[config.mk]
export PLATFORM = sky130hd
export DESIGN_NAME = rd_active_vertex_offset_ctrl_flat
export DESIGN_NICKNAME = d
export VERILOG_FILES = /design/src/rtl/rd_active_vertex_offset_ctrl_if.sv /design/src/rtl/rd_active_vertex_offset_ctrl.sv /design/src/flat_wrapper.sv
export SDC_FILE = /design/constraint.sdc
export NUM_CORES = 1
export LEC_CHECK = 0
export CAP_MARGIN = 40
export CORE_UTILIZATION = 55
export DETAILED_ROUTE_END_ITERATION = 8
export GPL_ROUTABILITY_DRIVEN = 0
export HOLD_SLACK_MARGIN = 0.05
export MAX_ROUTING_LAYER = met4
export PLACE_DENSITY_LB_ADDON = 0.2
export SLEW_MARGIN = 15
export SYNTH_ARGS = -nofsm -noshare
export SYNTH_HDL_FRONTEND = slang
export SYNTH_SLANG_ARGS = --single-unit
[constraint.sdc]
create_clock -name clk -period 2.7 [get_ports clk]
set_input_delay 0.405 -clock clk [delete_from_list [all_inputs] [get_ports clk]]
set_output_delay 0.405 -clock clk [all_outputs]
set_load 0.02 [all_outputs]
[src/rtl/rd_active_vertex_offset_ctrl_if.sv]
// Bus bundle between the active-vertex scheduler, this stage and the offset/value BRAM read stage.
// Width defaults come from the project-wide V_ID_WIDTH / ITERATION_WIDTH / ... macros when defined.
`ifndef V_ID_WIDTH
`define V_ID_WIDTH 32
`endif
`ifndef ITERATION_WIDTH
`define ITERATION_WIDTH 8
`endif
`ifndef V_OFF_AWIDTH
`define V_OFF_AWIDTH 16
`endif
`ifndef DELTA_BRAM_AWIDTH
`define DELTA_BRAM_AWIDTH 16
`endif

interface rd_active_vertex_offset_ctrl_if #(
   parameter int V_ID_WIDTH        = `V_ID_WIDTH,
   parameter int ITERATION_WIDTH   = `ITERATION_WIDTH,
   parameter int V_OFF_AWIDTH      = `V_OFF_AWIDTH,
   parameter int DELTA_BRAM_AWIDTH = `DELTA_BRAM_AWIDTH,
   parameter int FIFO_AWIDTH       = 5
);
   logic [V_ID_WIDTH-1:0]        front_active_v_id;
   logic                         front_active_v_valid;
   logic                         front_iteration_end;
   logic                         front_iteration_end_valid;
   logic [ITERATION_WIDTH-1:0]   front_iteration_id;
   logic                         next_stage_full;
   logic                         stage_full;
   logic [V_ID_WIDTH-1:0]        active_v_id;
   logic                         active_v_id_valid;
   logic [V_OFF_AWIDTH-1:0]      rd_active_v_offset_addr;
   logic [DELTA_BRAM_AWIDTH-1:0] rd_active_v_value_addr;
   logic                         rd_active_v_addr_valid;
   logic                         iteration_end;
   logic                         iteration_end_valid;
   logic [ITERATION_WIDTH-1:0]   iteration_id;
   logic [FIFO_AWIDTH:0]         fifo_level;
   logic                         overflow_err;

   modport master (
      output front_active_v_id, front_active_v_valid, front_iteration_end,
             front_iteration_end_valid, front_iteration_id, next_stage_full,
      input  stage_full, active_v_id, active_v_id_valid, rd_active_v_offset_addr,
             rd_active_v_value_addr, rd_active_v_addr_valid, iteration_end,
             iteration_end_valid, iteration_id, fifo_level, overflow_err
   );

   modport slave (
      input  front_active_v_id, front_active_v_valid, front_iteration_end,
             front_iteration_end_valid, front_iteration_id, next_stage_full,
      output stage_full, active_v_id, active_v_id_valid, rd_active_v_offset_addr,
             rd_active_v_value_addr, rd_active_v_addr_valid, iteration_end,
             iteration_end_valid, iteration_id, fifo_level, overflow_err
   );
endinterface

[src/rtl/rd_active_vertex_offset_ctrl.sv]
// Per-core active-vertex FIFO stage emitting BRAM read addresses, with end-of-iteration detection.
// Define RD_AVO_DUP_FILTER_EN to drop writes repeating the last accepted vertex ID.
//
// state   | meaning
// IDLE    | end condition not seen (or aborted by iteration change)
// WAIT    | end condition stable, drain-delay down-counter running
// DONE    | end condition held long enough; iteration_end asserted
`ifndef V_ID_WIDTH
`define V_ID_WIDTH 32
`endif
`ifndef ITERATION_WIDTH
`define ITERATION_WIDTH 8
`endif
`ifndef V_OFF_AWIDTH
`define V_OFF_AWIDTH 16
`endif
`ifndef DELTA_BRAM_AWIDTH
`define DELTA_BRAM_AWIDTH 16
`endif
`ifndef CORE_NUM_WIDTH
`define CORE_NUM_WIDTH 5
`endif
`ifndef WAIT_END_DELAY
`define WAIT_END_DELAY 20
`endif

module rd_active_vertex_offset_ctrl #(
   parameter int V_ID_WIDTH        = `V_ID_WIDTH,
   parameter int ITERATION_WIDTH   = `ITERATION_WIDTH,
   parameter int V_OFF_AWIDTH      = `V_OFF_AWIDTH,
   parameter int DELTA_BRAM_AWIDTH = `DELTA_BRAM_AWIDTH,
   parameter int CORE_NUM_WIDTH    = `CORE_NUM_WIDTH,
   parameter int FIFO_AWIDTH       = 5,
   parameter int PROG_FULL_THRESH  = 24,
   parameter int WAIT_END_DELAY    = `WAIT_END_DELAY
) (
   input logic clk,
   input logic rst,
   rd_active_vertex_offset_ctrl_if.slave bus
);
   localparam int DEPTH = 1 << FIFO_AWIDTH;
   localparam int CNT_W = (WAIT_END_DELAY > 1) ? $clog2(WAIT_END_DELAY) : 1;

   typedef enum logic [1:0] {ST_IDLE, ST_WAIT, ST_DONE} state_t;

   logic [V_ID_WIDTH-1:0]      mem [DEPTH];
   logic [FIFO_AWIDTH-1:0]     wr_ptr;
   logic [FIFO_AWIDTH-1:0]     rd_ptr;
   logic [FIFO_AWIDTH:0]       level;
   logic [V_ID_WIDTH-1:0]      head_id;
   logic                       head_valid;
   logic                       stage_full_q;
   logic                       ovf_q;
   logic [ITERATION_WIDTH-1:0] iter_q;
   state_t                     state;
   logic [CNT_W-1:0]           cnt;
   logic                       end_q;

   logic rd_en;
   logic wr_room;
   logic wr_en;
   logic dup_hit;
   logic iter_chg;
   logic end_cond;

   assign iter_chg = bus.front_iteration_id != iter_q;
   assign rd_en    = !bus.next_stage_full && (level != '0);
   // A pop in the same cycle frees the slot, so a full FIFO can still take a write.
   assign wr_room  = (level < (FIFO_AWIDTH+1)'(DEPTH)) || rd_en;
   assign wr_en    = bus.front_active_v_valid && !dup_hit && wr_room;
   assign end_cond = bus.front_iteration_end && bus.front_iteration_end_valid &&
                     (level == '0) && !head_valid;

`ifdef RD_AVO_DUP_FILTER_EN
   logic [V_ID_WIDTH-1:0] last_id;
   logic                  last_ok;

   assign dup_hit = last_ok && !iter_chg && (bus.front_active_v_id == last_id);

   always_ff @(posedge clk or negedge rst) begin
      if (!rst) begin
         last_id <= '0;
         last_ok <= 1'b0;
      end else if (wr_en) begin
         last_id <= bus.front_active_v_id;
         last_ok <= 1'b1;
      end else if (iter_chg) begin
         last_ok <= 1'b0;
      end
   end
`else
   assign dup_hit = 1'b0;
`endif

   always_ff @(posedge clk) begin
      if (wr_en) mem[wr_ptr] <= bus.front_active_v_id;
   end

   always_ff @(posedge clk or negedge rst) begin
      if (!rst) begin
         wr_ptr       <= '0;
         rd_ptr       <= '0;
         level        <= '0;
         head_id      <= '0;
         head_valid   <= 1'b0;
         stage_full_q <= 1'b0;
         ovf_q        <= 1'b0;
         iter_q       <= '0;
      end else begin
         if (wr_en) wr_ptr <= wr_ptr + 1'b1;
         if (rd_en) begin
            rd_ptr  <= rd_ptr + 1'b1;
            head_id <= mem[rd_ptr];
         end
         head_valid <= rd_en;
         case ({wr_en, rd_en})
            2'b10:   level <= level + 1'b1;
            2'b01:   level <= level - 1'b1;
            default: level <= level;
         endcase
         stage_full_q <= level >= (FIFO_AWIDTH+1)'(PROG_FULL_THRESH);
         if (bus.front_active_v_valid && !dup_hit && !wr_room) ovf_q <= 1'b1;
         iter_q <= bus.front_iteration_id;
      end
   end

   // Drain delay: load WAIT_END_DELAY-1 on entry, DONE at terminal count with C still high.
   always_ff @(posedge clk or negedge rst) begin
      if (!rst) begin
         state <= ST_IDLE;
         cnt   <= '0;
         end_q <= 1'b0;
      end else begin
         case (state)
            ST_IDLE: begin
               end_q <= 1'b0;
               if (end_cond) begin
                  state <= ST_WAIT;
                  cnt   <= CNT_W'(WAIT_END_DELAY - 1);
               end
            end
            ST_WAIT: begin
               if (!end_cond || iter_chg) begin
                  state <= ST_IDLE;
               end else if (cnt == '0) begin
                  state <= ST_DONE;
                  end_q <= 1'b1;
               end else begin
                  cnt <= cnt - 1'b1;
               end
            end
            ST_DONE: begin
               if (!end_cond || iter_chg) begin
                  state <= ST_IDLE;
                  end_q <= 1'b0;
               end
            end
            default: begin
               state <= ST_IDLE;
               end_q <= 1'b0;
            end
         endcase
      end
   end

   assign bus.stage_full              = stage_full_q;
   assign bus.active_v_id             = head_id;
   assign bus.active_v_id_valid       = head_valid;
   assign bus.rd_active_v_offset_addr = V_OFF_AWIDTH'(head_id >> CORE_NUM_WIDTH);
   assign bus.rd_active_v_value_addr  = DELTA_BRAM_AWIDTH'(head_id >> CORE_NUM_WIDTH);
   assign bus.rd_active_v_addr_valid  = head_valid;
   assign bus.iteration_end           = end_q;
   assign bus.iteration_end_valid     = end_q;
   assign bus.iteration_id            = iter_q;
   assign bus.fifo_level              = level;
   assign bus.overflow_err            = ovf_q;
endmodule

[src/flat_wrapper.sv]
// flat-port wrapper written by rule: the top's interface ports become plain ports
module rd_active_vertex_offset_ctrl_flat 
#(
   parameter int V_ID_WIDTH        = `V_ID_WIDTH,
   parameter int ITERATION_WIDTH   = `ITERATION_WIDTH,
   parameter int V_OFF_AWIDTH      = `V_OFF_AWIDTH,
   parameter int DELTA_BRAM_AWIDTH = `DELTA_BRAM_AWIDTH,
   parameter int CORE_NUM_WIDTH    = `CORE_NUM_WIDTH,
   parameter int FIFO_AWIDTH       = 5,
   parameter int PROG_FULL_THRESH  = 24,
   parameter int WAIT_END_DELAY    = `WAIT_END_DELAY
)
  (clk, rst, bus_front_active_v_id, bus_front_active_v_valid, bus_front_iteration_end, bus_front_iteration_end_valid, bus_front_iteration_id, bus_next_stage_full, bus_stage_full, bus_active_v_id, bus_active_v_id_valid, bus_rd_active_v_offset_addr, bus_rd_active_v_value_addr, bus_rd_active_v_addr_valid, bus_iteration_end, bus_iteration_end_valid, bus_iteration_id, bus_fifo_level, bus_overflow_err);
  rd_active_vertex_offset_ctrl_if #(.V_ID_WIDTH(V_ID_WIDTH), .ITERATION_WIDTH(ITERATION_WIDTH), .V_OFF_AWIDTH(V_OFF_AWIDTH), .DELTA_BRAM_AWIDTH(DELTA_BRAM_AWIDTH), .FIFO_AWIDTH(FIFO_AWIDTH)) bus_i ();
  input logic clk;
  input logic rst;
  input wire logic [$bits(bus_i.front_active_v_id)-1:0] bus_front_active_v_id;
  input wire logic [$bits(bus_i.front_active_v_valid)-1:0] bus_front_active_v_valid;
  input wire logic [$bits(bus_i.front_iteration_end)-1:0] bus_front_iteration_end;
  input wire logic [$bits(bus_i.front_iteration_end_valid)-1:0] bus_front_iteration_end_valid;
  input wire logic [$bits(bus_i.front_iteration_id)-1:0] bus_front_iteration_id;
  input wire logic [$bits(bus_i.next_stage_full)-1:0] bus_next_stage_full;
  output wire logic [$bits(bus_i.stage_full)-1:0] bus_stage_full;
  output wire logic [$bits(bus_i.active_v_id)-1:0] bus_active_v_id;
  output wire logic [$bits(bus_i.active_v_id_valid)-1:0] bus_active_v_id_valid;
  output wire logic [$bits(bus_i.rd_active_v_offset_addr)-1:0] bus_rd_active_v_offset_addr;
  output wire logic [$bits(bus_i.rd_active_v_value_addr)-1:0] bus_rd_active_v_value_addr;
  output wire logic [$bits(bus_i.rd_active_v_addr_valid)-1:0] bus_rd_active_v_addr_valid;
  output wire logic [$bits(bus_i.iteration_end)-1:0] bus_iteration_end;
  output wire logic [$bits(bus_i.iteration_end_valid)-1:0] bus_iteration_end_valid;
  output wire logic [$bits(bus_i.iteration_id)-1:0] bus_iteration_id;
  output wire logic [$bits(bus_i.fifo_level)-1:0] bus_fifo_level;
  output wire logic [$bits(bus_i.overflow_err)-1:0] bus_overflow_err;
  assign bus_i.front_active_v_id = bus_front_active_v_id;
  assign bus_i.front_active_v_valid = bus_front_active_v_valid;
  assign bus_i.front_iteration_end = bus_front_iteration_end;
  assign bus_i.front_iteration_end_valid = bus_front_iteration_end_valid;
  assign bus_i.front_iteration_id = bus_front_iteration_id;
  assign bus_i.next_stage_full = bus_next_stage_full;
  assign bus_stage_full = bus_i.stage_full;
  assign bus_active_v_id = bus_i.active_v_id;
  assign bus_active_v_id_valid = bus_i.active_v_id_valid;
  assign bus_rd_active_v_offset_addr = bus_i.rd_active_v_offset_addr;
  assign bus_rd_active_v_value_addr = bus_i.rd_active_v_value_addr;
  assign bus_rd_active_v_addr_valid = bus_i.rd_active_v_addr_valid;
  assign bus_iteration_end = bus_i.iteration_end;
  assign bus_iteration_end_valid = bus_i.iteration_end_valid;
  assign bus_iteration_id = bus_i.iteration_id;
  assign bus_fifo_level = bus_i.fifo_level;
  assign bus_overflow_err = bus_i.overflow_err;
  rd_active_vertex_offset_ctrl #(.V_ID_WIDTH(V_ID_WIDTH), .ITERATION_WIDTH(ITERATION_WIDTH), .V_OFF_AWIDTH(V_OFF_AWIDTH), .DELTA_BRAM_AWIDTH(DELTA_BRAM_AWIDTH), .CORE_NUM_WIDTH(CORE_NUM_WIDTH), .FIFO_AWIDTH(FIFO_AWIDTH), .PROG_FULL_THRESH(PROG_FULL_THRESH), .WAIT_END_DELAY(WAIT_END_DELAY)) u_core (.clk(clk), .rst(rst), .bus(bus_i));
endmodule
==> out/qor.json, run 1 <==
{
  "timing.critical_path.cells": {"value": "buf_12 > mux4_2 > nor2_1 > a221oi_1 > o221ai_1 > a211oi_1"},
  "dr_total_vias": {"value": 21020},
  "postCtsSetupRepairBufs": {"value": 0},
  "cts.htree.levels": {"value": 3},
  "core-area": {"value": 75820, "unit": "sq um"},
  "synth_cell_type_count": {"value": 45},
  "topRoutingLayerUsed": {"value": "met4"},
  "p_per_area": {"value": 1003, "unit": "nW/um^2"},
  "tritoncts_num_sinks": {"value": 1091},
  "grt_antenna_before_repair": {"value": 1},
  "postPlaceCellArea": {"value": 46210, "unit": "sq um"},
  "gr-total-overflow": {"value": 0},
  "unrepaired_setup_endpoints_after_global_routing": {"value": "no"},
  "num-nets-final": {"value": 2303},
  "power.ir.vdd_worst": {"value": 0.7778, "unit": "mV"},
  "layout_worst_path_cycle_share": {"value": 90.83, "unit": "%"},
  "worst_clock_skew": {"value": 18.47, "unit": "ps"},
  "clock_transition_at_path_regs": {"value": 60, "unit": "ps"},
  "leakage_component_of_the_power": {"value": 16.13, "unit": "nW"},
  "timing.final.setup_violations": {"value": 0},
  "netlist_top_cells_area": {"value": "edfxtp_1, mux4_2, dfrtp_1, mux2i_1, a211oi_1"},
  "detail_route.drc_violations": {"value": 0},
  "r2r_slack": {"value": 250, "unit": "ps"},
  "met3_wirelength": {"value": 7.175, "unit": "mm"},
  "cp_max_fo": {"value": 20},
  "timing.slew.headroom": {"value": 53.78, "unit": "%"},
  "maximum_buffer_depth_of_the_clock_tree": {"value": 3},
  "cp_data_required_time": {"value": 3260, "unit": "ps"},
  "multiInputGateArea": {"value": 9135, "unit": "sq um"},
  "regArea": {"value": 32440, "unit": "sq um"},
  "reg2regPathDepth": {"value": 6},
  "worstPathArrival": {"value": 3010, "unit": "ps"},
  "clock_latency": {"value": 670, "unit": "ps"},
  "timing.fmax": {"value": 407.8, "unit": "MHz"},
  "total_count_of_max_transition_violations_in_the_final_report": {"value": 0},
  "place.detailed.hpwl": {"value": 59.55, "unit": "mm"},
  "synth_most_common_cell": {"value": "edfxtp_1"},
  "grt_start_max_net_pins": {"value": 67},
  "hold_slack": {"value": 191.7, "unit": "ps"},
  "grt_pass1_wl": {"value": 143.1, "unit": "mm"},
  "proportion_of_synthesized_chip_area_in_sequential_cells": {"value": 76.96, "unit": "%"},
  "worst_r2r_startpoint": {"value": "u_core.rd_ptr[1]$_DFFE_PN0P_"},
  "outcome": {"value": "finished, final reports clean"},
  "dr_wl_met2": {"value": 48.95, "unit": "mm"},
  "end_kind": {"value": "register"},
  "wl_per_cell": {"value": 29.80, "unit": "microns"},
  "fillerInstances": {"value": 4930},
  "cts-root-buf": {"value": "clkbuf_16"},
  "placementRows": {"value": 101},
  "cts_tree": {"value": "yes"},
  "die_h": {"value": 278.8, "unit": "microns"},
  "end_of_the_worst_register_to_register_path": {"value": "u_core.bus.active_v_id[19]$_DFFE_PN0P_"},
  "synth-seq-cells": {"value": 1091},
  "max_cap_violations": {"value": 0},
  "final_hold_viol_count": {"value": 0},
  "synth_enable_flop_cells": {"value": 1024},
  "io_buffer_count": {"value": 129},
  "vias_per_cell": {"value": 6.346},
  "slowest_cell_on_the_critical_path": {"value": "dfrtp_4"},
  "timing.final.crit_period": {"value": 2452, "unit": "ps"},
  "via_count_of_the_first_global_routing_pass": {"value": 21290},
  "ys_dominant_reg_cell": {"value": "edfxtp_1"},
  "io_pins": {"value": 130},
  "kind_of_critical_path": {"value": "reg -> reg"},
  "synth_area": {"value": 42130, "unit": "sq um"},
  "insertedDiodeCount": {"value": 0},
  "yosys.area.top_type_share": {"value": 72.98, "unit": "%"},
  "drtIter0Drc": {"value": 2069},
  "design_area": {"value": 49530, "unit": "sq um"},
  "wl": {"value": 98.70, "unit": "mm"},
  "m1WireLength": {"value": 39.36, "unit": "mm"},
  "synthCells": {"value": 1974},
  "ant_nets": {"value": 0},
  "tritoncts.num_buffers": {"value": 106},
  "classification_of_the_worst_slack_hold_path": {"value": "in -> async"},
  "post_synth_most_frequent_cells": {"value": "edfxtp_1, mux4_2, mux2i_1, nor2_1, dfrtp_1"},
  "final_layout_size_suffix_gt1_share": {"value": 25.54, "unit": "%"},
  "synth_top_area_cell": {"value": "edfxtp_1"},
  "tightest_pin_transition": {"value": 693.2, "unit": "ps"},
  "grt_use_total": {"value": 26.57, "unit": "%"},
  "setup.worst_path.start_class": {"value": "register"},
  "firstDrtPassIters": {"value": 6},
  "flow.area_growth_from_synthesis": {"value": 17.55, "unit": "%"},
  "crit_path_max_incr_delay": {"value": 680, "unit": "ps"},
  "syn_area_per_cell": {"value": 21.34, "unit": "sq um"},
  "gates_resized_cts_repair": {"value": 0},
  "synthesis.yosys.warnings": {"value": 0},
  "initial_utilization": {"value": 55.57, "unit": "%"},
  "chipWidth": {"value": 278.8, "unit": "microns"},
  "synth-async-reset-ratio": {"value": 6.141, "unit": "%"},
  "synthesis.nets": {"value": 2030},
  "fp.dieArea": {"value": 77710, "unit": "sq um"}
}
where the power goes:
part	internal [W]	switching (W)	total (W)
clock	0.00802	0.00603	0.0140
sequential	0.0197	0.00105	0.0208
combinational	0.00703	0.00782	0.0148
total	0.0348	0.0149	0.0497
timing repair:
item | CTS | global route
setup endpoints to repair | 0 | 0
hold buffers | 1 | 0
hold endpoints to repair | 40 | 0
cell type report:
class | instances | area share, %
multi-input cells | 733 | 18.45
inverters | 8 | 0.06063
well taps | 978 | 2.471
flip-flops and latches | 1091 | 65.50
repair buffers | 307 | 6.847
clock inverters | 54 | 0.8868
clock buffers | 141 | 5.791
flip-flops by register name, indices dropped and copies added (netlist names), 2 cells and up:
register,cells
u_core.state,2
u_core.bus.iteration_id,8
u_core.rd_ptr,5
u_core.wr_ptr,5
u_core.bus.active_v_id,32
u_core.cnt,5
u_core.bus.fifo_level,6
u_core.mem,1024
kinds of logic after synthesis:
group | after synthesis | synth area share (%)
buffers and inverters | 150 | 2.049
XOR/XNOR | 24 | 0.4989
AO/OA/AOI/OAI | 152 | 2.836
flip-flops | 1091 | 76.96
adder cells (fa/ha/maj) | 10 | 0.2970
AND/OR/NAND/NOR | 190 | 2.156
multiplexers | 357 | 15.20
worst max-delay path: cells and delay by family, from the launching register on:
kind,cells,cell delay [ps]
flops,1,680
buf+inv,1,270
compound gates,3,960
mux,1,350
simple gates,1,50
layout by cell type, fill, tap and decap left out, types with 24 or more instances in the layout:
| cell | synthesis | final |
|---|---|---|
| edfxtp_1 | 1024 | 1024 |
| mux4_2 | 226 | 226 |
| mux2i_1 | 129 | 129 |
| clkdlybuf4s50_1 | 0 | 128 |
| buf_4 | 58 | 117 |
| clkbuf_16 | 0 | 109 |
| a211oi_1 | 65 | 64 |
| dfrtp_1 | 67 | 63 |
| buf_12 | 0 | 61 |
| nand2_1 | 49 | 48 |
| nor2_1 | 75 | 43 |
| nor2b_1 | 36 | 35 |
| nor2_4 | 0 | 32 |
| a221oi_1 | 31 | 31 |
| o221ai_1 | 31 | 31 |
| clkbuf_1 | 33 | 30 |
| clkinv_1 | 0 | 24 |
per-layer routing:
layer / track usage [%] / vias up
met3: 4.502 / 202
met4: 7.974 / 0
met1: 35.48 / 11140
met5: - / -
met2: 42.51 / 943
li1: - / 8735
how the worst max path moves through the flow:
| stage | startpoint | endpoint | slack [ps] | cells after the start |
|---|---|---|---|---|
| 3_5_place_dp | bus_front_active_v_valid | u_core.bus.fifo_level[4]$_DFFE_PN0P_ | 100 | 11 |
| 3_3_place_gp | bus_front_active_v_valid | u_core.bus.fifo_level[4]$_DFFE_PN0P_ | 20 | 11 |
| 2_1_floorplan | u_core.bus.fifo_level[5]$_DFFE_PN0P_ | u_core.mem[31][0]$_DFFE_PP_ | -370 | 4 |
| 6_report | u_core.rd_ptr[1]$_DFFE_PN0P_ | u_core.bus.active_v_id[19]$_DFFE_PN0P_ | 250 | 6 |
| 5_1_grt | u_core.rd_ptr[0]$_DFFE_PN0P_ | u_core.bus.active_v_id[2]$_DFFE_PN0P_ | 140 | 5 |
| 4_1_cts | u_core.rd_ptr[1]$_DFFE_PN0P_ | u_core.bus.active_v_id[25]$_DFFE_PN0P_ | 230 | 7 |
stage by stage:
step / power, W / util [%] / setup TNS (ps) / cells / setup WS, ps
CTS: 0.05005 / 65.32 / 0 / 3312 / 232.4
detailed placement: 0.03605 / 60.94 / 0 / 3116 / 95.99
global placement: 0.03582 / 60.94 / 0 / 3116 / 15.05
global route: 0.05139 / 65.32 / 0 / 3312 / 136.0
finish: 0.04968 / 65.32 / 0 / 3312 / 247.7
floorplan: 0.03034 / - / -266100 / 1974 / -370.3
No activity file was read; power rests on OpenSTA's default activity.
==> inputs of run 2 (changes only) <==
- ABC_AREA: not set -> 0
==> results of run 2 <==
Final layout, timing and power as in run 1 (identical DEF).
==> inputs of run 3 (changes only) <==
- CORE_ASPECT_RATIO: not set -> 0.75
- SLEW_MARGIN: 15 -> 20
==> run 3 against run 2 <==
  * Critical path depth fell by 5
  * First-iteration DRC count rose by 12%
  * Routed wire length fell by 0.40%
  * Critical path type is now reg -> out
  * Highest routed layer unchanged
==> out/qor.json, run 3 (same netlist as run 1, synthesis figures left out) <==
{
  "maximum_buffer_depth_of_the_clock_tree": {"value": 3, "change": "unchanged"},
  "tritoncts_num_sinks": {"value": 1091, "change": "unchanged"},
  "clock_latency": {"value": 680, "unit": "ps", "change": "about the same"},
  "timing.critical_path.cells": {"value": "clkdlybuf4s50_1"},
  "end_kind": {"value": "primary output"},
  "final_common_cell": {"value": "edfxtp_1"},
  "cts_tree": {"value": "yes"},
  "grt_start_max_net_pins": {"value": 62, "change": "-7.5%"},
  "cts-root-buf": {"value": "clkbuf_16"},
  "largest_reg_flops": {"value": 1024, "change": "unchanged"},
  "detail_route.drc_violations": {"value": 0, "change": "unchanged"},
  "largest_register": {"value": "u_core.mem"},
  "worst_r2r_startpoint": {"value": "u_core.rd_ptr[1]$_DFFE_PN0P_"},
  "cts.htree.levels": {"value": 3, "change": "unchanged"},
  "wl": {"value": 98.31, "unit": "mm", "change": "-0.40%"},
  "clock_transition_at_path_regs": {"value": 60, "unit": "ps", "change": "about the same"},
  "dr_wl_met2": {"value": 45.17, "unit": "mm", "change": "-7.7%"},
  "initial_utilization": {"value": 55.85, "unit": "%", "change": "+0.28 points"},
  "gates_resized_cts_repair": {"value": 0, "change": "unchanged"},
  "wl_per_cell": {"value": 29.52, "unit": "microns", "change": "-0.94%"},
  "min_path_cells": {"value": 1},
  "p_per_area": {"value": 998.0, "unit": "nW/um^2", "change": "-0.51%"},
  "placementRows": {"value": 87, "change": "-14%"},
  "cts.hold.buffers_added": {"value": 1, "change": "unchanged"},
  "place.detailed.hpwl": {"value": 56.98, "unit": "mm", "change": "-4.3%"},
  "final_hold_viol_count": {"value": 0, "change": "unchanged"},
  "final_worst_setup_slack": {"value": 179.6, "unit": "ps", "change": "-68.14 ps"},
  "grt_antenna_before_repair": {"value": 0, "change": "-1"},
  "min_from": {"value": "bus_front_iteration_id[3]"},
  "grt_use_total": {"value": 26.63, "unit": "%", "change": "+0.059 points"},
  "kind_of_critical_path": {"value": "reg -> out"},
  "core-area": {"value": 75440, "unit": "sq um", "change": "-0.51%"},
  "tightest_pin_transition": {"value": 741.9, "unit": "ps", "change": "+48.63 ps"},
  "postCtsSetupRepairBufs": {"value": 0, "change": "unchanged"},
  "outcome": {"value": "finished, final reports clean"},
  "cp_data_required_time": {"value": 2300, "unit": "ps", "change": "-960 ps"},
  "reg2regPathDepth": {"value": 7, "change": "+1"},
  "fp.dieArea": {"value": 77730, "unit": "sq um", "change": "about the same"},
  "worst_clock_skew": {"value": 34.28, "unit": "ps", "change": "+15.81 ps"},
  "insertedDiodeCount": {"value": 0, "change": "unchanged"},
  "leakage_component_of_the_power": {"value": 15.97, "unit": "nW", "change": "-1.0%"},
  "timing.final.crit_period": {"value": 2520, "unit": "ps", "change": "+68.14 ps"},
  "critical-path-top-delay-family": {"value": "flip-flops"},
  "met3_wirelength": {"value": 8.604, "unit": "mm", "change": "+20%"},
  "io_pins": {"value": 130, "change": "unchanged"},
  "placement.setup.worst_slack": {"value": 56.61, "unit": "ps", "change": "-39.38 ps"},
  "worstPathArrival": {"value": 2120, "unit": "ps", "change": "-890 ps"},
  "regArea": {"value": 32440, "unit": "sq um", "change": "unchanged"},
  "timing.final.setup_violations": {"value": 0, "change": "unchanged"},
  "chipWidth": {"value": 321.6, "unit": "microns", "change": "+15%"},
  "post_layout_nonfiller_instances": {"value": 3330, "change": "+0.54%"},
  "unrepaired_setup_endpoints_after_global_routing": {"value": "no"},
  "totalNegativeSetupSlack": {"value": 0, "unit": "ps", "change": "unchanged"},
  "ant_nets": {"value": 0, "change": "unchanged"},
  "topRoutingLayerUsed": {"value": "met4"},
  "vias_per_cell": {"value": 6.272, "change": "-1.2%"},
  "final_layout_size_suffix_gt1_share": {"value": 25.14, "unit": "%", "change": "-0.39 points"},
  "via_count_of_the_first_global_routing_pass": {"value": 21190, "change": "-0.50%"},
  "flow.area_growth_from_synthesis": {"value": 17.08, "unit": "%"},
  "die_h": {"value": 241.7, "unit": "microns", "change": "-13%"},
  "most_used_cells_in_the_layout_excluding_fill_and_tap_cells": {"value": "edfxtp_1, mux4_2, mux2i_1"},
  "fillerInstances": {"value": 4948, "change": "+0.37%"},
  "m1WireLength": {"value": 42.23, "unit": "mm", "change": "+7.3%"},
  "io_buffer_count": {"value": 129, "change": "unchanged"},
  "critical_path_buf_inv_count": {"value": 1, "change": "unchanged"},
  "crit_path_max_incr_delay": {"value": 730, "unit": "ps", "change": "+50 ps"},
  "drtIter0Drc": {"value": 2323, "change": "+12%"},
  "num-nets-final": {"value": 2279, "change": "-1.0%"},
  "multiInputGateArea": {"value": 9135, "unit": "sq um", "change": "unchanged"},
  "gr-total-overflow": {"value": 0, "change": "unchanged"},
  "layout_worst_path_cycle_share": {"value": 93.35, "unit": "%", "change": "+2.5 points"},
  "cp.depth": {"value": 1, "change": "-5"},
  "max_cap_violations": {"value": 0, "change": "unchanged"},
  "firstDrtPassIters": {"value": 7, "change": "+1"},
  "classification_of_the_worst_slack_hold_path": {"value": "in -> reg"},
  "timing.slew.headroom": {"value": 50.54, "unit": "%", "change": "-3.2 points"},
  "tritoncts.num_buffers": {"value": 101, "change": "-4.7%"},
  "setup.worst_path.start_class": {"value": "register"},
  "timing.critical_path.from": {"value": "u_core.bus.active_v_id[16]$_DFFE_PN0P_"},
  "power.ir.vdd_worst": {"value": 0.6785, "unit": "mV", "change": "-13%"},
  "cp_max_fo": {"value": 4, "change": "-80%"},
  "grt_pass1_wl": {"value": 143.8, "unit": "mm", "change": "+0.45%"},
  "timing.fmax": {"value": 396.8, "unit": "MHz", "change": "-2.7%"},
  "dr_total_vias": {"value": 20890, "change": "-0.63%"},
  "slowest_cell_on_the_critical_path": {"value": "dfrtp_1"},
  "placedCellCount": {"value": 3142, "change": "+0.83%"},
  "total_count_of_max_transition_violations_in_the_final_report": {"value": 0, "change": "unchanged"}
}
run 3: cell count changes in the layout (fill, tap and decap cells not counted), sizes merged:
cell / previous run / this run
bufinv: 6 / 7
buf: 178 / 159
inv: 10 / 12
clkinvlp: 3 / 8
clkbuf: 141 / 133
clkinv: 43 / 35
run 3: power breakdown:
| part | switching [W] | internal (W) | total, W |
|---|---|---|---|
| combinational | 0.00777 | 0.00687 | 0.0146 |
| clock | 0.00604 | 0.00782 | 0.0139 |
| sequential | 0.00101 | 0.0197 | 0.0207 |
run 3: final timing paths:
kind                                                          end  slack, ps
max in group asynchronous  u_core.bus.active_v_id[21]$_DFFE_PN0P_       1710
min in group asynchronous               u_core.cnt[0]$_DFFE_PN0P_        330
min reg2reg                   u_core.bus.overflow_err$_DFFE_PN0P_        500
min                          u_core.bus.iteration_id[3]$_DFF_PN0_        220
max                                           bus_active_v_id[16]        180
max reg2reg                u_core.bus.active_v_id[16]$_DFFE_PN0P_        230
run 3: through the flow:
stage | total power (W) | util, % | hold slack [ps] | area, sq um
floorplan | 0.03034 | - | 109.4 | 42170
global placement | 0.03553 | 61.08 | 473.0 | 46080
detailed placement | 0.03578 | 61.12 | 483.9 | 46100
CTS | 0.04955 | 65.39 | 196.9 | 49330
global route | 0.05104 | 65.39 | 215.4 | 49330
finish | 0.04923 | 65.39 | 216.8 | 49330
run 3: layout make-up:
type / count / area share [%]
timing repair buffer: 288 / 6.549
sequential: 1091 / 65.76
tap: 1023 / 2.595
multi-input combinational: 733 / 18.52
clock inverter: 54 / 0.9588
inverter: 8 / 0.06088
clock buffer: 133 / 5.555
run 3: routing by layer:
layer | vias to the layer above | track usage [%]
met5 | - | -
met4 | 0 | 6.947
met3 | 182 | 5.025
met2 | 964 | 38.25
met1 | 11060 | 39.73
li1 | 8677 | -
